<file path="src/rtl/ctrl_pipe.sv">
// Control-word pipeline for a 5-stage in-order core.
// Carries decoded controls from ID through EX, MEM and WB, inserts bubbles on
// load-use stalls, taken branches, invalid or illegal ID slots, and counts
// inserted bubbles in a saturating counter.
module ctrl_pipe (
    input  logic       clk,
    input  logic       rst_n,
    input  logic [8:0] ctrl_id,
    input  logic       valid_id,
    input  logic       illegal_id,
    input  logic       stall,
    input  logic       zero_ex,
    output logic       ex_regdst,
    output logic       ex_alusrc,
    output logic       ex_branch,
    output logic [1:0] ex_aluop,
    output logic       mem_memwrite,
    output logic       mem_memtoreg,
    output logic       mem_regwrite,
    output logic       wb_regwrite,
    output logic       wb_memtoreg,
    output logic       ex_valid,
    output logic       mem_valid,
    output logic       wb_valid,
    output logic       pcsrc_ex,
    output logic       jump_id,
    output logic       illegal_ex,
    output logic [7:0] bubble_cnt
);

    // ctrl_id field positions
    localparam int unsigned BitRegWrite = 8;
    localparam int unsigned BitRegDst   = 7;
    localparam int unsigned BitAluSrc   = 6;
    localparam int unsigned BitBranch   = 5;
    localparam int unsigned BitMemWrite = 4;
    localparam int unsigned BitMemToReg = 3;
    localparam int unsigned BitJump     = 2;

    // ID/EX register
    logic       idex_valid_q,    idex_valid_d;
    logic       idex_regwrite_q, idex_regwrite_d;
    logic       idex_regdst_q,   idex_regdst_d;
    logic       idex_alusrc_q,   idex_alusrc_d;
    logic       idex_branch_q,   idex_branch_d;
    logic       idex_memwrite_q, idex_memwrite_d;
    logic       idex_memtoreg_q, idex_memtoreg_d;
    logic [1:0] idex_aluop_q,    idex_aluop_d;

    // EX/MEM register
    logic       exmem_valid_q,    exmem_valid_d;
    logic       exmem_regwrite_q, exmem_regwrite_d;
    logic       exmem_memwrite_q, exmem_memwrite_d;
    logic       exmem_memtoreg_q, exmem_memtoreg_d;

    // MEM/WB register
    logic       memwb_valid_q,    memwb_valid_d;
    logic       memwb_regwrite_q, memwb_regwrite_d;
    logic       memwb_memtoreg_q, memwb_memtoreg_d;

    logic       illegal_q, illegal_d;
    logic [7:0] bubble_cnt_q, bubble_cnt_d;

    logic       insert_bubble;
    logic       redirect_bubble;

    // Branch resolution in EX and jump redirect in ID, both zero-latency
    always_comb begin
        pcsrc_ex = idex_valid_q & idex_branch_q & zero_ex;
        jump_id  = valid_id & ctrl_id[BitJump] & ~illegal_id & ~stall & ~pcsrc_ex;
    end

    // Next-state for all stage registers, illegal flag and bubble counter
    always_comb begin
        // stall and squash together still count as one bubble
        redirect_bubble = stall | pcsrc_ex;
        insert_bubble   = redirect_bubble | ~valid_id | illegal_id;

        idex_valid_d    = 1'b0;
        idex_regwrite_d = 1'b0;
        idex_regdst_d   = 1'b0;
        idex_alusrc_d   = 1'b0;
        idex_branch_d   = 1'b0;
        idex_memwrite_d = 1'b0;
        idex_memtoreg_d = 1'b0;
        idex_aluop_d    = 2'b00;
        if (!insert_bubble) begin
            idex_valid_d    = 1'b1;
            idex_regwrite_d = ctrl_id[BitRegWrite];
            idex_regdst_d   = ctrl_id[BitRegDst];
            idex_alusrc_d   = ctrl_id[BitAluSrc];
            idex_branch_d   = ctrl_id[BitBranch];
            idex_memwrite_d = ctrl_id[BitMemWrite];
            idex_memtoreg_d = ctrl_id[BitMemToReg];
            idex_aluop_d    = ctrl_id[1:0];
        end

        // Later stages always advance; a stall only affects what enters EX
        exmem_valid_d    = idex_valid_q;
        exmem_regwrite_d = idex_regwrite_q;
        exmem_memwrite_d = idex_memwrite_q;
        exmem_memtoreg_d = idex_memtoreg_q;

        memwb_valid_d    = exmem_valid_q;
        memwb_regwrite_d = exmem_regwrite_q;
        memwb_memtoreg_d = exmem_memtoreg_q;

        // Flag only when the illegal op actually issues (not held, not squashed)
        illegal_d = valid_id & illegal_id & ~redirect_bubble;

        bubble_cnt_d = bubble_cnt_q;
        if (valid_id && redirect_bubble && (bubble_cnt_q != 8'hFF)) begin
            bubble_cnt_d = bubble_cnt_q + 8'd1;
        end
    end

    // State update with synchronous active-low reset to all-bubble pipeline
    always_ff @(posedge clk) begin
        if (!rst_n) begin
            idex_valid_q     <= 1'b0;
            idex_regwrite_q  <= 1'b0;
            idex_regdst_q    <= 1'b0;
            idex_alusrc_q    <= 1'b0;
            idex_branch_q    <= 1'b0;
            idex_memwrite_q  <= 1'b0;
            idex_memtoreg_q  <= 1'b0;
            idex_aluop_q     <= 2'b00;
            exmem_valid_q    <= 1'b0;
            exmem_regwrite_q <= 1'b0;
            exmem_memwrite_q <= 1'b0;
            exmem_memtoreg_q <= 1'b0;
            memwb_valid_q    <= 1'b0;
            memwb_regwrite_q <= 1'b0;
            memwb_memtoreg_q <= 1'b0;
            illegal_q        <= 1'b0;
            bubble_cnt_q     <= 8'd0;
        end else begin
            idex_valid_q     <= idex_valid_d;
            idex_regwrite_q  <= idex_regwrite_d;
            idex_regdst_q    <= idex_regdst_d;
            idex_alusrc_q    <= idex_alusrc_d;
            idex_branch_q    <= idex_branch_d;
            idex_memwrite_q  <= idex_memwrite_d;
            idex_memtoreg_q  <= idex_memtoreg_d;
            idex_aluop_q     <= idex_aluop_d;
            exmem_valid_q    <= exmem_valid_d;
            exmem_regwrite_q <= exmem_regwrite_d;
            exmem_memwrite_q <= exmem_memwrite_d;
            exmem_memtoreg_q <= exmem_memtoreg_d;
            memwb_valid_q    <= memwb_valid_d;
            memwb_regwrite_q <= memwb_regwrite_d;
            memwb_memtoreg_q <= memwb_memtoreg_d;
            illegal_q        <= illegal_d;
            bubble_cnt_q     <= bubble_cnt_d;
        end
    end

    // Stage outputs; gated by valid so a stage never drives stale controls
    always_comb begin
        ex_valid     = idex_valid_q;
        ex_regdst    = idex_valid_q & idex_regdst_q;
        ex_alusrc    = idex_valid_q & idex_alusrc_q;
        ex_branch    = idex_valid_q & idex_branch_q;
        ex_aluop     = idex_valid_q ? idex_aluop_q : 2'b00;
        mem_valid    = exmem_valid_q;
        mem_memwrite = exmem_valid_q & exmem_memwrite_q;
        mem_memtoreg = exmem_valid_q & exmem_memtoreg_q;
        mem_regwrite = exmem_valid_q & exmem_regwrite_q;
        wb_valid     = memwb_valid_q;
        wb_regwrite  = memwb_valid_q & memwb_regwrite_q;
        wb_memtoreg  = memwb_valid_q & memwb_memtoreg_q;
        illegal_ex   = illegal_q;
        bubble_cnt   = bubble_cnt_q;
    end

endmodule

</file>
<file path="config.mk">
export PLATFORM = sky130hd
export DESIGN_NAME = ctrl_pipe
export DESIGN_NICKNAME = d
export VERILOG_FILES = /design/src/rtl/ctrl_pipe.sv
export SDC_FILE = /design/constraint.sdc
export NUM_CORES = 1
export LEC_CHECK = 0
export CAP_MARGIN = 15
export CORE_UTILIZATION = 41
export DETAILED_ROUTE_END_ITERATION = 8
export GPL_ROUTABILITY_DRIVEN = 0
export GPL_TIMING_DRIVEN = 0
export PLACE_DENSITY = 0.87
export SLEW_MARGIN = 40
export SYNTH_ARGS = -nofsm -noshare
export SYNTH_HDL_FRONTEND = slang
export SYNTH_SLANG_ARGS = --single-unit
</file>
<file path="constraint.sdc">
create_clock -name clk -period 1.8 [get_ports clk]
set_input_delay 0.54 -clock clk [delete_from_list [all_inputs] [get_ports clk]]
set_output_delay 0.54 -clock clk [all_outputs]
set_load 0.03 [all_outputs]
</file>
==> results of run 1 <==
Yosys cell counts (2+ instances only):
cell type   n  area share
and2_2      6       0.048
o21ai_0     3       0.016
nand3_1     4       0.021
nand2_1     5       0.020
and2_1     19        0.13
dfxtp_1    25        0.53
a21oi_1     4       0.021
nor2_1      4       0.016
inv_1       2      0.0080
a31oi_1     2       0.013
mux2i_1     2       0.021
or3_2       3       0.024
nor4b_1     2       0.019
metal layers:
layer	vias to the layer above	GRT usage	wire [um]
met5	-	0	0
met2	32	0.306	1170
li1	411	-	-
met3	2	0.0247	114
met1	382	0.170	797
met4	0	0.100	29
report_power, final:
part           switching [mW]  total, mW  internal (mW)
Sequential            0.00624      0.567          0.561
Combinational          0.0440     0.0932         0.0491
Clock                   0.179      0.269         0.0904
what timing repair did:
item,in CTS,in global routing
endpoints found under the setup margin,34,16
buffers inserted,1,4
gates resized for setup,51,21
pin swaps,2,4
cell families (layout without fill, tap and decap cells):
| kind of cell | count (synthesis) | after routing | synth area share |
|---|---|---|---|
| muxes | 2 | 2 | 0.0214 |
| DFF | 25 | 25 | 0.534 |
| and+or+nand+nor | 48 | 48 | 0.315 |
| buffers and inverters | 3 | 50 | 0.0120 |
| xor gates and xnor gates | 1 | 1 | 0.00935 |
| AOI/OAI and AO/OA | 12 | 12 | 0.0948 |
| adders and majority gates | 1 | 1 | 0.0133 |
per-stage QoR:
step | hold slack [ns] | utilization | setup WS (ns) | TNS (ns) | instances
final | 0.465 | 0.694 | -0.0889 | -0.122 | 166
after floorplan | 0.412 | - | 0.0306 | 0 | 92
after global routing | 0.488 | 0.694 | -0.147 | -0.405 | 166
after detailed placement | 0.426 | 0.664 | -1.04 | -8.92 | 157
after CTS | 0.459 | 0.679 | -0.238 | -0.238 | 162
after global placement | 0.413 | 0.664 | -1.00 | -8.22 | 157
cell type report:
type                            instances  area, um2  share of cell area
Sequential cell                        25        505               0.353
Multi-Input combinational cell         64        465               0.325
Timing Repair Buffer                   43        380               0.266
Tap cell                               27       33.8              0.0236
Clock buffer                            3       22.5              0.0157
Inverter                                3       15.0              0.0105
Clock inverter                          1       8.76             0.00612
worst paths after layout:
| path | start | end | cells after the start | slack (ns) |
|---|---|---|---|---|
| worst max-delay path | ex_valid | jump_id | 4 | -0.09 |
| worst min-delay path | exmem_memtoreg_d | exmem_memtoreg_q | 1 | 0.47 |
| worst max register to register | bubble_cnt[0] | bubble_cnt[5] | 5 | 0.14 |
| worst min register to register | exmem_memtoreg_d | exmem_memtoreg_q | 1 | 0.47 |
critical path, cell delays in order, from the launching register on:
cell	delay [ns]
dfxtp_4	0.40
a31oi_4	0.16
nand2_2	0.11
nor3b_4	0.20
buf_6	0.15
==> results by group, run 1 <==
Outcome
  • Status: complete, but fails checks
  • Violated checks: setup timing

Logic synthesis
  • FF+latch count, synth: 25
  • Yosys warns: 0
  • Top FF cell, synth: dfxtp_1
  • Mapped Area: 937 um2
  • Synth Net Count: 108
  • Register area share after synthesis: 0.534
  • Syn avg cell area: 10.2 um2
  • Netlist cell types: 24
  • Post-synth EDFFs: 0
  • Synthesized netlist cell count: 92
  • FFs w/ async S/R, synth: 0

STA
  • Final period utilization: 1.05
  • Final min period: 1.89 ns
  • Setup ws final: -0.0889 ns
  • Final Max Tran Viols: 0
  • Fmax achieved: 529 MHz
  • Clk_skew: 0.00719 ns
  • RSZ-0062 raised after global routing: true
  • Hold Vio Cnt, Final: 0
  • Relative slew margins: 0.731
  • Worst slew pin tran: 0.397 ns
  • Final Setup Violations: 2

Clock network
  • Clk buf depth: 2
  • Reg clk slew, reported paths: 0.15 ns
  • Hold buffers post-CTS: 0
  • Clock sinks: 25
  • CTS root buf: clkbuf_4
  • CTS tree: yes
  • Htree depth: 1
  • Total CTS buffers: 3
  • Clk_lat worst skew: 0.32 ns

Die
  • Core area: 0.00206 mm2
  • Die area: 0.00248 mm2
  • Initial core utilization: 0.454
  • Die span in x: 49.8 um
  • Io pins: 39
  • Die Y: 49.8 um
  • Std cell rows: 16

Place
  • I/O Buffers: 38
  • Final HPWL DP: 1420 um
  • Area of placed instances: 0.00137 mm2

Cells and area
  • # fillers: 152
  • Post-route cell area: 0.00143 mm2
  • Syn-to-layout area delta: 52.7%
  • Largest register FFs: 8
  • Commonest non-fill, non-tap cell in the layout: dfxtp_1
  • NumNets Final: 156
  • Diodes inserted: 0
  • Most frequent cells in the layout: 23 x dfxtp_1, 19 x and2_1, 10 x clkdlybuf4s50_1, 10 x dlygate4sd2_1
  • Layout cells sized above 1: 0.288

Routing
  • Final wirelength: 2110 um
  • Avg Vias per Cell: 4.98
  • WL/cell: 12.7 um
  • Pre-Repair DR Iteration Count: 6
  • DR iter-0 viols: 31
  • Antenna-violating nets left: 0
  • DRC violation count after routing: 0
  • Via count: 827

GRT
  • Grt ovf: 0
  • Initial antenna violation count: 0
  • Largest net degree at the start of global routing: 17
  • GRT Overall Usage: 0.164
  • First-pass GRT wire length: 3040 um
  • Vias in the first global route: 710

Power
  • Overall power: 0.930 mW
  • Max VDD drop: 0.441 mV
  • Static Leakage: 0.603 nW
  • Power Density: 650 mW/mm2

Critical path
  • Critical path required time: 1.26 ns
  • WP data arrival: 1.35 ns
  • Setup crit end kind: primary output
  • CP startpoint kind: register
  • Max FO, Critical Path: 8
  • Setup CP Type: register to primary output

Job
  • Maxcap violations: 0

Hold path
  • Worst Hold Class: register to register
(Power assumes the default switching activity.)
==> run 2: changes to the inputs <==
- CTS_CLUSTER_DIAMETER: not set -> 30
==> results of run 2 <==
Same layout as run 1: the final DEF is identical, and so are final timing and power.
